===== config.mk =====
export PLATFORM = sky130hd
export DESIGN_NAME = clause_stream_reader
export DESIGN_NICKNAME = d
export VERILOG_FILES = /design/src/rtl/clause_stream_reader_pkg.sv /design/src/rtl/clause_skid_fifo.sv /design/src/rtl/clause_stream_reader.sv
export SDC_FILE = /design/constraint.sdc
export NUM_CORES = 1
export LEC_CHECK = 0
export ABC_AREA = 1
export ABC_CLOCK_PERIOD_IN_PS = 4230
export CAP_MARGIN = 20
export CORE_UTILIZATION = 46
export CTS_CLUSTER_DIAMETER = 30
export DETAILED_ROUTE_END_ITERATION = 10
export DONT_BUFFER_PORTS = 1
export SETUP_SLACK_MARGIN = 0.4
export SLEW_MARGIN = 30
export SYNTH_ARGS = -nofsm -noshare
export SYNTH_HDL_FRONTEND = slang
export SYNTH_SLANG_ARGS = --single-unit

===== constraint.sdc =====
create_clock -name clk -period 4.23 [get_ports clk]
set_input_delay 0.846 -clock clk [delete_from_list [all_inputs] [get_ports clk]]
set_output_delay 0.846 -clock clk [all_outputs]
set_load 0.02 [all_outputs]

===== src/rtl/clause_stream_reader_pkg.sv =====
// rtl/clause_stream_reader_pkg.sv - shared clause-datapath definitions
// Contents: FSM state encoding of the burst reader, depth of the output
// buffer, and the read-credit helper used to decide when a BRAM read may issue.
package clause_stream_reader_pkg;

  localparam logic [1:0] ST_IDLE  = 2'd0;
  localparam logic [1:0] ST_RUN   = 2'd1;
  localparam logic [1:0] ST_DRAIN = 2'd2;

  localparam logic [2:0] FIFO_DEPTH = 3'd2;

  // A read may issue when the words that will still be buffered after this
  // cycle's pop, plus the read already in flight, leave a free slot.
  // Counting the concurrent pop is what allows one word per cycle when
  // the consumer is always ready.
  function automatic logic credit_ok(input logic [1:0] buffered,
                                     input logic       inflight,
                                     input logic       pop);
    logic [2:0] pending;
    pending = {1'b0, buffered} + {2'b00, inflight} - {2'b00, pop};
    return pending < FIFO_DEPTH;
  endfunction

endpackage


===== src/rtl/clause_skid_fifo.sv =====
// rtl/clause_skid_fifo.sv - two-entry output buffer for clause words
// Ports:
//   clk, reset      clock, synchronous active-low reset
//   push, wdata     write one entry (ignored when full)
//   pop             remove the head entry (ignored when empty)
//   rdata           head entry; only changes on pop or on push into empty
//   valid           buffer non-empty
//   count           occupancy 0..2
module clause_skid_fifo
  import clause_stream_reader_pkg::*;
#(
  parameter int WIDTH = 257
) (
  input  logic             clk,
  input  logic             reset,
  input  logic             push,
  input  logic [WIDTH-1:0] wdata,
  input  logic             pop,
  output logic [WIDTH-1:0] rdata,
  output logic             valid,
  output logic [1:0]       count
);

  logic [WIDTH-1:0] head;
  logic [WIDTH-1:0] tail;
  logic [1:0]       cnt;
  logic             full;
  logic             push_ok;
  logic             pop_ok;

  assign full    = ({1'b0, cnt} >= FIFO_DEPTH);
  assign valid   = (cnt != 2'd0);
  assign push_ok = push && !full;
  assign pop_ok  = pop && valid;
  assign rdata   = head;
  assign count   = cnt;

  always_ff @(posedge clk) begin
    if (!reset) begin
      head <= '0;
      tail <= '0;
      cnt  <= 2'd0;
    end else begin
      case ({push_ok, pop_ok})
        2'b10: begin
          if (cnt == 2'd0) head <= wdata;
          else             tail <= wdata;
          cnt <= cnt + 2'd1;
        end
        2'b01: begin
          head <= tail;
          cnt  <= cnt - 2'd1;
        end
        2'b11: begin
          // occupancy unchanged; the new word goes behind whatever remains
          if (cnt == 2'd1) begin
            head <= wdata;
          end else begin
            head <= tail;
            tail <= wdata;
          end
        end
        default: begin
        end
      endcase
    end
  end

endmodule


===== src/rtl/clause_stream_reader.sv =====
// rtl/clause_stream_reader.sv - burst reader from clause BRAM to a ready/valid stream
// Ports:
//   clk, reset               clock, synchronous active-low reset
//   start, base_addr,        burst request; address and length captured in IDLE
//   num_words
//   busy, done               burst in progress / one-cycle completion pulse
//   enb, addrb, doutb        clause BRAM read port (one-cycle read latency)
//   m_valid, m_ready,        output word stream, m_last on final word
//   m_data, m_last
module clause_stream_reader
  import clause_stream_reader_pkg::*;
#(
  parameter int ADDR_WIDTH = 10,
  parameter int DATA_WIDTH = 256
) (
  input  logic                  clk,
  input  logic                  reset,
  input  logic                  start,
  input  logic [ADDR_WIDTH-1:0] base_addr,
  input  logic [ADDR_WIDTH:0]   num_words,
  output logic                  busy,
  output logic                  done,
  output logic                  enb,
  output logic [ADDR_WIDTH-1:0] addrb,
  input  logic [DATA_WIDTH-1:0] doutb,
  output logic                  m_valid,
  input  logic                  m_ready,
  output logic [DATA_WIDTH-1:0] m_data,
  output logic                  m_last
);

  localparam logic [ADDR_WIDTH:0] REM_ONE = (ADDR_WIDTH+1)'(1);

  logic [1:0]            state;
  logic [ADDR_WIDTH-1:0] rd_addr;
  logic [ADDR_WIDTH:0]   remaining;
  logic                  inflight;
  logic                  inflight_last;
  logic                  zero_done;

  logic [1:0]            fifo_count;
  logic                  fifo_valid;
  logic [DATA_WIDTH:0]   fifo_rdata;
  logic                  pop;
  logic                  issue;
  logic                  last_out;

  assign pop      = fifo_valid && m_ready;
  assign issue    = (state == ST_RUN) && credit_ok(fifo_count, inflight, pop);
  assign last_out = fifo_rdata[DATA_WIDTH];

  assign busy    = (state != ST_IDLE);
  assign done    = zero_done || ((state == ST_DRAIN) && pop && last_out);
  assign enb     = issue;
  assign addrb   = rd_addr;
  assign m_valid = fifo_valid;
  assign m_data  = fifo_rdata[DATA_WIDTH-1:0];
  // the stale head keeps its flag after the final pop, so gate with valid
  assign m_last  = fifo_valid && last_out;

  always_ff @(posedge clk) begin
    if (!reset) begin
      state         <= ST_IDLE;
      rd_addr       <= '0;
      remaining     <= '0;
      inflight      <= 1'b0;
      inflight_last <= 1'b0;
      zero_done     <= 1'b0;
    end else begin
      zero_done     <= 1'b0;
      inflight      <= issue;
      inflight_last <= issue && (remaining == REM_ONE);
      case (state)
        ST_IDLE: begin
          if (start) begin
            if (num_words != '0) begin
              state     <= ST_RUN;
              rd_addr   <= base_addr;
              remaining <= num_words;
            end else begin
              zero_done <= 1'b1;
            end
          end
        end
        ST_RUN: begin
          if (issue) begin
            rd_addr   <= rd_addr + ADDR_WIDTH'(1);
            remaining <= remaining - REM_ONE;
            if (remaining == REM_ONE) state <= ST_DRAIN;
          end
        end
        ST_DRAIN: begin
          if (pop && last_out) state <= ST_IDLE;
        end
        default: state <= ST_IDLE;
      endcase
    end
  end

  // read data lands one cycle after enb; the in-flight flag is cleared by
  // reset so a word returning just after reset is dropped
  clause_skid_fifo #(
    .WIDTH (DATA_WIDTH + 1)
  ) u_fifo (
    .clk   (clk),
    .reset (reset),
    .push  (inflight),
    .wdata ({inflight_last, doutb}),
    .pop   (pop),
    .rdata (fifo_rdata),
    .valid (fifo_valid),
    .count (fifo_count)
  );

endmodule


==> impl_metrics.json <==
{
  "dr.max_layer_used": "met4",
  "drv_slew": 386,
  "start_util_pct": 47.0,
  "synthDistinctLibCells": 37,
  "place_ws_ns": 0.570,
  "portBuffers": 0,
  "drt_first_iter_violations": 1638,
  "synth_ff_type": "dfxtp_1",
  "synth_edf_count": 0,
  "cts.sinks": 542,
  "fp.dieW_um": 235,
  "synth.yosys.warnings": 0,
  "ant_nets": 0,
  "worstSkewPairLatency_ns": 0.66,
  "syn_avg_cell_area_um2": 7.70,
  "violations": "max-slew violations",
  "track_usage_pct": 24.6,
  "drt_pass1_iterations": 6,
  "syn-instance-count": 3235,
  "core.rowCount": 84,
  "clk_pin_slew_worst_paths_ns": 0.05,
  "crit_path_start_kind": "flip-flop",
  "status": "complete, but fails checks",
  "root_buffer": "clkbuf_16",
  "wire_per_inst_um": 19.3,
  "muxShareOfSynthArea_pct": 0,
  "post-dp-hpwl_um": 41100,
  "async_reset_ff_share_pct": 0,
  "vias": 20500,
  "worst_pin_slew_ns": 2.49,
  "antenna_found_initial": 2,
  "syn_area_mm2": 0.0249,
  "ys_seq_area_share_pct": 43.6,
  "powerDensity_mw_per_mm2": 947,
  "grt_max_degree": 529,
  "finalCritPeriodShare_pct": 87.3,
  "hold_viol": 0,
  "fin_util_pct": 51.1,
  "period_needed_ns": 3.69,
  "final_cell_mix": "dfxtp_1, o21ai_0, nor2_1",
  "grt_pass1_wl_um": 110000,
  "wl_met2_um": 32100,
  "synth_xor_area_share_pct": 0.176,
  "hold_class": "input port to flip-flop",
  "finalWorstSetupSlack_ns": 0.537,
  "n_antenna_cell": 0,
  "wl_met3_um": 7180,
  "postLayoutCellArea_mm2": 0.0271,
  "arrival_ns": 2.85,
  "final_common_cell": "dfxtp_1",
  "overflow": 0,
  "maxSlewHeadroom_pct": -65.9,
  "io_pins": 552,
  "path_class": "flip-flop to output pin",
  "synth_fp_nets": 3527,
  "synth_top_family_by_area": "compound AO/OA/AOI/OAI gates",
  "cp_max_fo": 9,
  "setup_viol": 0,
  "required_ns": 3.38,
  "rsz0062_at_grt": "false",
  "gp_congestion": 0.843,
  "cts-buffers-inserted": 121,
  "cts_hold_buffers": 0,
  "cts_tree": "yes",
  "viasPerCell": 5.62,
  "finClkSkew_ns": 0.0234,
  "ys_ff_latch": 542,
  "fmax_mhz": 271,
  "drc": 0,
  "wl_met1_um": 28200,
  "cts_max_path_buffers": 3,
  "ir_worst_vdd_uv": 434,
  "grt_pass1_vias": 19400,
  "hold_slack_ns": 0.330,
  "synth_simple_gate_area_share_pct": 13.2,
  "max-cap-violations": 0,
  "die_h_um": 235,
  "setup_tns_ns": 0,
  "leakage_nw": 10.1,
  "post_dp_cell_area_mm2": 0.0228,
  "wl_um": 70300,
  "synth_compound_area_share_pct": 25.0,
  "dieArea_mm2": 0.0551,
  "synth_fa_ha_area_share_pct": 0.583,
  "core_area_mm2": 0.0530,
  "drive_above_1_share_pct": 10.6,
  "endpoint_kind": "output pin",
  "ctsHtreeMaxLevel": 3,
  "syn_to_final_growth_pct": 8.75,
  "fin_nets": 3155
}
-- power breakdown --
part	internal, mW	switching, mW	total (mW)	leakage [nW]
sequential	7.41	3.20	10.6	4.43
clock	6.38	3.00	9.38	2.03
combinational	1.78	3.87	5.65	3.64
-- routing by layer --
| metal | vias to the layer above | GRT usage, % |
|---|---|---|
| met4 | 0 | 12.4 |
| li1 | 9866 | - |
| met3 | 144 | 9.75 |
| met5 | - | 0 |
| met2 | 760 | 37.9 |
| met1 | 9741 | 29.6 |
-- through the flow --
step | power [mW] | cells
finish | 25.6 | 3650
global route | 27.0 | 3650
CTS | 25.7 | 3647
detailed placement | 16.2 | 3423
global placement | 16.0 | 3423
floorplan | 16.4 | 3235
-- path summary, 6_finish.rpt --
kind / from / endpoint / slack, ns / depth (start not counted)
worst min register to register: u_fifo.tail[71] / u_fifo.tail[71] / 0.45 / 2
worst max-delay path: u_fifo.count[1] / enb / 0.54 / 11
worst max register to register: u_fifo.count[1] / addrb[8] / 1.07 / 17
worst min-delay path: doutb[95] / u_fifo.rdata[95] / 0.33 / 2
-- flip-flops by register name, indices dropped and copies added, names as in the netlist --
name and cells:
inflight_last 1, u_fifo.tail 257, state 2, u_fifo.rdata 257
inflight 1, zero_done 1, u_fifo.count 2, remaining 11
addrb 10
-- kinds of logic (layout without fill, tap and decap cells) --
group	Yosys count	in the layout
buffers and inverters	813	540
xor gates and xnor gates	5	5
AOI/OAI and AO/OA	1076	1076
DFF	542	542
adders and majority gates	11	11
and+or+nand+nor	788	788
-- what timing repair did --
item	in CTS	in global routing
pin swaps	2	1
setup endpoints to repair	1	1
setup buffers	2	1
resized for setup	9	3
-- worst max-delay path, cell delays in order, from the launching register on --
cell and delay (ns):
dfxtp_4 0.38, inv_4 0.05, ha_4 0.17, inv_6 0.10, nand2_8 0.10, inv_1 0.07, ha_1 0.21, or2_2 0.30
fa_1 0.40, nand2_1 0.10, nand3_2 0.12, nor2_4 0.19
-- synthesized netlist by cell type (all sizes together) (2+ instances only) --
cell    count  area (um2)
nand2     187         722
and2        2        13.8
a21oi     276        1390
nand3      25         130
a211oi    162        1510
nor3      166         842
dfxtp     542       10900
clkbuf    110         413
nand4       4        25.0
o22ai      95         594
o21ai     537        2690
inv       296        1110
ha         10         125
nor4        2        12.5
o21bai      3        22.5
or2         4        25.0
xor2        4        35.0
buf       407        2830
nor2      398        1510
-- cell type report --
cell class              instances  area (um2)
fillers                      5059       25900
well taps                     688         861
clock inverters                61         772
clock buffers                 161        3390
inverters                     296        1130
repair buffers                 22         304
multi-input cells            1880        9770
flip-flops and latches        542       10900
Power figures use the tool's default switching activity.
